File: config.mk
export PLATFORM = sky130hd
export DESIGN_NAME = block_stats_buffer
export DESIGN_NICKNAME = d
export VERILOG_FILES = /design/src/rtl/block_stats_buffer.sv
export SDC_FILE = /design/constraint.sdc
export NUM_CORES = 1
export LEC_CHECK = 0
export ABC_AREA = 0
export ABC_CLOCK_PERIOD_IN_PS = 10900
export BUFFER_PORTS_ARGS = -buffer_cell sky130_fd_sc_hd__buf_4
export CAP_MARGIN = 20
export CORE_ASPECT_RATIO = 0.9
export CORE_UTILIZATION = 68
export DETAILED_ROUTE_END_ITERATION = 8
export GPL_ROUTABILITY_DRIVEN = 0
export GPL_TIMING_DRIVEN = 1
export PLACE_DENSITY = 0.86
export SYNTH_ARGS = -nofsm -noshare
export SYNTH_HDL_FRONTEND = slang
export SYNTH_SLANG_ARGS = --single-unit
File: constraint.sdc
create_clock -name clk -period 10.9 [get_ports clk]
set_input_delay 0.545 -clock clk [delete_from_list [all_inputs] [get_ports clk]]
set_output_delay 0.545 -clock clk [all_outputs]
set_load 0.02 [all_outputs]
File: src/rtl/block_stats_buffer.sv
// Buffers one pixel block and computes its mean and variance.
// Then replays the block in order, together with the block stats.
//
// Ports:
//   clk, rst_n         clock, synchronous active-low reset
//   in_valid, in_data  pixel input stream
//   in_ready           high while accepting pixels
//   blocks_per_frame   blocks per frame, latched at each block start
//   stats_ready        pulse on the first replay cycle
//   mean_of_block      block mean
//   variance_of_block  block variance
//   data_out           replayed pixel
//   data_out_valid     data_out is valid
//   frame_last         high during replay of a frame's last block
module block_stats_buffer #(
  parameter int DATA_WIDTH    = 8,
  parameter int TOTAL_SAMPLES = 64
) (
  input  logic                    clk,
  input  logic                    rst_n,
  input  logic                    in_valid,
  input  logic [DATA_WIDTH-1:0]   in_data,
  output logic                    in_ready,
  input  logic [31:0]             blocks_per_frame,
  output logic                    stats_ready,
  output logic [2*DATA_WIDTH-1:0] mean_of_block,
  output logic [2*DATA_WIDTH-1:0] variance_of_block,
  output logic [DATA_WIDTH-1:0]   data_out,
  output logic                    data_out_valid,
  output logic                    frame_last
);

  localparam int LG = $clog2(TOTAL_SAMPLES);
  localparam int SW = DATA_WIDTH + LG;
  localparam int QW = 2 * DATA_WIDTH + LG;
  localparam int OW = 2 * DATA_WIDTH;
  localparam logic [LG-1:0] LAST = LG'(TOTAL_SAMPLES - 1);

  typedef enum logic [1:0] {
    ACCUM,
    FINALIZE,
    REPLAY
  } state_t;

  state_t                state;
  logic [LG-1:0]         wr_cnt;
  logic [LG-1:0]         rd_cnt;
  logic [LG-1:0]         rd_nxt;
  logic [SW-1:0]         sum;
  logic [QW-1:0]         sumsq;
  logic [31:0]           blk_cnt;
  logic [31:0]           bpf_q;
  logic [31:0]           bpf_eff;
  logic                  accept;
  logic                  last_blk;
  logic [DATA_WIDTH-1:0] mean_w;
  logic [OW-1:0]         msq_w;
  logic [OW-1:0]         avgsq_w;
  logic [OW-1:0]         sq_w;
  logic [DATA_WIDTH-1:0] mem [TOTAL_SAMPLES];

  assign in_ready = (state == ACCUM);
  assign accept   = in_valid && in_ready;
  assign rd_nxt   = rd_cnt + LG'(1);
  assign sq_w     = OW'(in_data) * OW'(in_data);
  assign mean_w   = DATA_WIDTH'(sum >> LG);
  assign msq_w    = OW'(mean_w) * OW'(mean_w);
  assign avgsq_w  = OW'(sumsq >> LG);
  // a frame of zero blocks is treated as one block per frame
  assign bpf_eff  = (blocks_per_frame == 32'd0) ?
                    32'd1 : blocks_per_frame;
  assign last_blk = (blk_cnt >= bpf_q - 32'd1);

  always_ff @(posedge clk) begin
    if (accept) mem[wr_cnt] <= in_data;
  end

  always_ff @(posedge clk) begin
    if (!rst_n) begin
      state             <= ACCUM;
      wr_cnt            <= '0;
      rd_cnt            <= '0;
      sum               <= '0;
      sumsq             <= '0;
      blk_cnt           <= '0;
      bpf_q             <= 32'd1;
      stats_ready       <= 1'b0;
      data_out_valid    <= 1'b0;
      frame_last        <= 1'b0;
      data_out          <= '0;
      mean_of_block     <= '0;
      variance_of_block <= '0;
    end else begin
      unique case (state)
        ACCUM: begin
          if (accept) begin
            sum    <= sum + SW'(in_data);
            sumsq  <= sumsq + QW'(sq_w);
            wr_cnt <= wr_cnt + LG'(1);
            if (wr_cnt == '0) bpf_q <= bpf_eff;
            if (wr_cnt == LAST) state <= FINALIZE;
          end
        end
        FINALIZE: begin
          mean_of_block     <= OW'(mean_w);
          variance_of_block <= avgsq_w - msq_w;
          data_out          <= mem[0];
          data_out_valid    <= 1'b1;
          stats_ready       <= 1'b1;
          frame_last        <= last_blk;
          blk_cnt           <= last_blk ? 32'd0 : blk_cnt + 32'd1;
          sum               <= '0;
          sumsq             <= '0;
          wr_cnt            <= '0;
          rd_cnt            <= '0;
          state             <= REPLAY;
        end
        REPLAY: begin
          stats_ready <= 1'b0;
          if (rd_cnt == LAST) begin
            data_out_valid <= 1'b0;
            frame_last     <= 1'b0;
            state          <= ACCUM;
          end else begin
            rd_cnt   <= rd_nxt;
            data_out <= mem[rd_nxt];
          end
        end
        default: state <= ACCUM;
      endcase
    end
  end

endmodule

==> After elaboration in Yosys (flattened, before gate mapping) <==
Memories as Yosys holds them, arrays and structs flattened.
Cells that the tools add are included.
{ "op_classes": {"add_sub_neg": 7, "n_mul": 2, "magnitude_cmp": 1, "eq_ne": 8, "mux": 22, "reduce_logical": 11} }
{ "ops": {"columns": ["op", "n"], "rows": [
  ["$mux 32", 2],
  ["$pmux 22 s2", 1],
  ["$add 32x1->32 const B", 1],
  ["$ge 32x32->1", 1],
  ["$logic_not 32->1", 1],
  ["$mul 8x8->16", 2],
  ["$sub 32x1->32 const B", 1],
  ["$pmux 14 s2", 1],
  ["$pmux 6 s2", 2],
  ["$add 22x16->22", 1],
  ["$mux 22", 1],
  ["$pmux 8 s2", 1],
  ["$sub 16x16->16", 1],
  ["$add 14x8->14", 1],
  ["$mux 14", 1],
  ["$add 6x1->6 const B", 2],
  ["$eq 6x6->1 const B", 2],
  ["$mux 6", 2],
  ["$mux 8", 1],
  ["$logic_not 6->1", 1],
  ["$mux 2", 3],
  ["$pmux 1 s2", 3],
  ["$pmux 2 s3", 1],
  ["$reduce_and 2->1", 3],
  ["9 further kinds", 15]
]} }
{ "totals": {"regBits": 149, "ram_bits": 512, "input_bits": 43, "out_inout_bits": 44, "mem_count": 1} }
{ "memory_table": {"columns": ["name", "words", "word_bits", "rd", "rd_ports_with_merged_regs", "write_ports", "line", "source"], "rows": [
  ["mem", 64, 8, 2, 0, 1, "60", "logic [DATA_WIDTH-1:0] mem [TOTAL_SAMPLES];"]
]} }

==> Depth between registers and ports, before layout <==
{ "depth": {"word_depth": 4, "ltp_mapped": 19} }

==> Least setup slack after synthesis <==
Ideal clock, no wire load.
{ "synth_path": {"path_kind": "input -> register", "startpoint": "input port in_data[5]", "endpoint": "register sumsq[19]", "setup_time_ns": 0.128, "arrival_time_ns": 4.630, "setup_slack_ns": 6.142, "path_stages": 17, "cell_sequence": "clkbuf_1 -> and2_1 -> fa_1 -> fa_1 -> fa_1 -> inv_1 -> fa_1 -> inv_1 -> ha_1 -> clkbuf_1 -> o21ai_0 -> a21oi_1 -> a41oi_1 -> a211oi_1 -> o211ai_1 -> xor2_1 -> nor2_1"} }
{ "synth_between": {"elab_chain_len": 4} }
{ "synth_lines": {"columns": ["item", "line", "source"], "rows": [
  ["from (decl)", "22", "input logic [DATA_WIDTH-1:0] in_data,"],
  ["$mul 8x8->16", "65", "assign sq_w = OW'(in_data) * OW'(in_data);"],
  ["$add 22x16->22", "98", "sumsq <= sumsq + QW'(sq_w);"],
  ["$mux 22", "96", "if (accept) begin"],
  ["$pmux 22 s2", "94", "unique case (state)"],
  ["to (signal assigned)", "98", null],
  ["to (decl)", "50", "logic [QW-1:0] sumsq;"]
]} }
Every way passes these cells. The select of a mux whose other input is x is not followed.
A chain may end at the register's enable or synchronous reset.

==> Worst setup path in the final report <==
{ "layout_path": {"startpoint": "input port in_data[2]", "endpoint": "register sumsq[19]"} }
The elaborated chain is that of the path after synthesis.

==> results.sh <==
export IMPL_synth_most_common_cell="edfxtp_1"
export IMPL_drc=0
export IMPL_track_usage=0.327
export IMPL_numCtsBuffers=67
export IMPL_ys_top_cells_by_area="edfxtp_1 (48%), dfxtp_1 (9.3%), mux4_2 (9.3%)"
export IMPL_die_h_um=208
export IMPL_initial_core_util=0.689
export IMPL_hold_ws_ns=0.181
export IMPL_critPathKind="in -> reg"
export IMPL_leakagePower_nw=12.5
export IMPL_ios=87
export IMPL_ctsHoldBuffers=0
export IMPL_ir_drop_uv=188
export IMPL_n_antenna_cell=0
export IMPL_power_density_nw_per_um2=178
export IMPL_drt_first_pass_iters=7
export IMPL_wl_per_cell_um=24.6
export IMPL_synth_cell_area_um2=32100
export IMPL_grt_overflow=0
export IMPL_status="finished, final reports clean"
export IMPL_insertion_delay_ns=0.63
export IMPL_std_cell_rows=75
export IMPL_cts_root_buf="clkbuf_16"
export IMPL_ys_seq_elements=661
export IMPL_avgViaCountPerCell=6.59
export IMPL_drt_iter0_drc=2373
export IMPL_grt_pass1_vias=21100
export IMPL_worstPathArrival_ns=5.49
export IMPL_yosysTopAreaCell="edfxtp_1"
export IMPL_drv_slew=0
export IMPL_synth_cell_types=67
export IMPL_cts_setup_buffers=0
export IMPL_cts_tree="built"
export IMPL_grt_pass1_wl_um=119000
export IMPL_antenna_found_initial=1
export IMPL_cp_required_ns=11.38
export IMPL_cp_end_kind="register"
export IMPL_min_period_ns=5.01
export IMPL_setup_viol=0
export IMPL_netlist_instances=2412
export IMPL_synthFlopType="edfxtp_1"
export IMPL_worst_setup_hold_path_clk_slew_ns=0.07
export IMPL_fmax_mhz=200
export IMPL_tightest_slew_ns=1.09
export IMPL_core_um2=46600
export IMPL_fin_nets=2700
export IMPL_finalCritPeriodShare=0.460
export IMPL_drive_gt1_frac=0.140
export IMPL_post_dp_hpwl_um=47600
export IMPL_maxCapViolCount=0
export IMPL_syn_area_per_cell_um2=13.3
export IMPL_port_buffers=78
export IMPL_final_antenna_net_count=0
export IMPL_start_kind="input pin"
export IMPL_slew_headroom=0.275
export IMPL_netlist_top_cells_count="edfxtp_1 (512), nand2_1 (242), nor2_1 (173)"
export IMPL_vias=20600
export IMPL_die_w_um=231
export IMPL_clk_path_buf_depth=3
export IMPL_wl_um=77000
export IMPL_yosys_warnings=0
export IMPL_path_max_fanout=74
export IMPL_async_flop_share=0
export IMPL_post_cts_resize_count=0
export IMPL_area_growth_pct=10.1
export IMPL_hold_viol=0
export IMPL_synth_edf_count=512
export IMPL_synth_top_area_frac=0.479
export IMPL_rsz0062_at_grt="no"
export IMPL_die_area_um2=48100
export IMPL_tns_ns=0
export IMPL_finClkSkew_ns=0.0333
export IMPL_cts_sinks=661
export IMPL_synth_seq_area_share=0.571
export IMPL_grt_max_degree=105
export IMPL_h_tree_depth=3
export IMPL_hold_class="in -> reg"
[per-stage QoR]
stage | utilization | setup slack (ns) | std cells | power, mW | instance area, µm²
floorplan | - | 6.14 | 2419 | 3.69 | 32200
global placement | 0.710 | 5.40 | 3002 | 3.91 | 33100
detailed placement | 0.710 | 5.30 | 3002 | 3.96 | 33100
CTS | 0.758 | 5.94 | 3125 | 6.29 | 35300
global route | 0.758 | 5.60 | 3126 | 6.55 | 35400
finish | 0.758 | 5.89 | 3126 | 6.30 | 35400
[per-layer routing]
layer  track usage  part of all wire  vias up
met1         0.440              0.37    10300
met4         0.125             0.037        0
met3        0.0743              0.11      254
met2         0.526              0.49     1242
met5             0                 0        -
li1              -                 -     8860
[flip-flops by register name, summed over array words and instances, names as in the netlist]
name and flops:
blk_cnt 32, rd_cnt 6, variance_of_block 16, mem 512, data_out 8, mean_of_block 8, state 2, bpf_q 32
wr_cnt 6, sumsq 22, data_out_valid 1, frame_last 1, stats_ready 1, sum 14
[worst max-delay path, cell delays in order]
cell	delay (ns)
buf_4	0.62
nand2_1	0.23
xnor2_1	0.21
ha_1	0.19
a21o_1	0.17
fa_1	0.41
fa_1	0.53
inv_1	0.07
fa_1	0.53
inv_1	0.05
ha_1	0.36
a211oi_1	0.34
o211ai_1	0.17
a41oi_1	0.44
a211oi_1	0.16
o211ai_1	0.21
xor2_1	0.16
nor2_1	0.05
[layout make-up]
class                           count  area, µm²
Sequential cell                   661      18400
Tap cell                          616        771
Fill cell                        2660      11300
Clock inverter                     35        380
Timing Repair Buffer               97        761
Clock buffer                       88       1860
Multi-Input combinational cell   1464      12600
Inverter                          165        619
[logic make-up (layout without fill, tap and decap cells)]
logic type / count (synthesis) / count (layout) / synth area share
flops: 661 / 661 / 0.571
simple gates: 708 / 708 / 0.104
xor+xnor: 119 / 119 / 0.0327
buf+inv: 294 / 385 / 0.0384
fa+ha+maj: 201 / 201 / 0.0953
other cells: 1 / 8 / 0.000117
compound gates: 262 / 262 / 0.0549
mux: 166 / 166 / 0.103
[placed cells by master, fill, tap and decap left out, types with 24 or more instances in the layout]
cell type / n
dfxtp_1: 148
inv_1: 164
and2_1: 35
nand3_1: 68
mux2i_1: 33
xnor2_1: 65
nor4_1: 24
clkbuf_16: 70
o21ai_0: 45
ha_1: 126
a21boi_0: 25
xor2_1: 52
nand2_1: 242
nor2b_1: 49
fa_1: 73
edfxtp_1: 512
nor2_1: 173
mux4_2: 132
buf_4: 95
nor3_1: 26
a21oi_1: 44
[report_power, final]
part / internal [mW] / switching [mW] / total (mW) / leakage [nW]
clock network: 1.36 / 0.999 / 2.36 / 1.08
registers: 2.75 / 0.0506 / 2.80 / 5.82
logic: 0.467 / 0.677 / 1.14 / 5.62
total: 4.58 / 1.73 / 6.30 / 12.5
[path summary, 6_finish.rpt]
kind / cells after the start / startpoint / endpoint / slack, ns
hold reg to reg: 2 / variance_of_block[12] / variance_of_block[12] / 0.48
setup / recovery: 18 / in_data[2] / sumsq[19] / 5.89
hold / removal: 3 / blocks_per_frame[2] / bpf_q[2] / 0.18
setup reg to reg: 15 / sum[6] / variance_of_block[13] / 6.00
(Power assumes the default switching activity.)
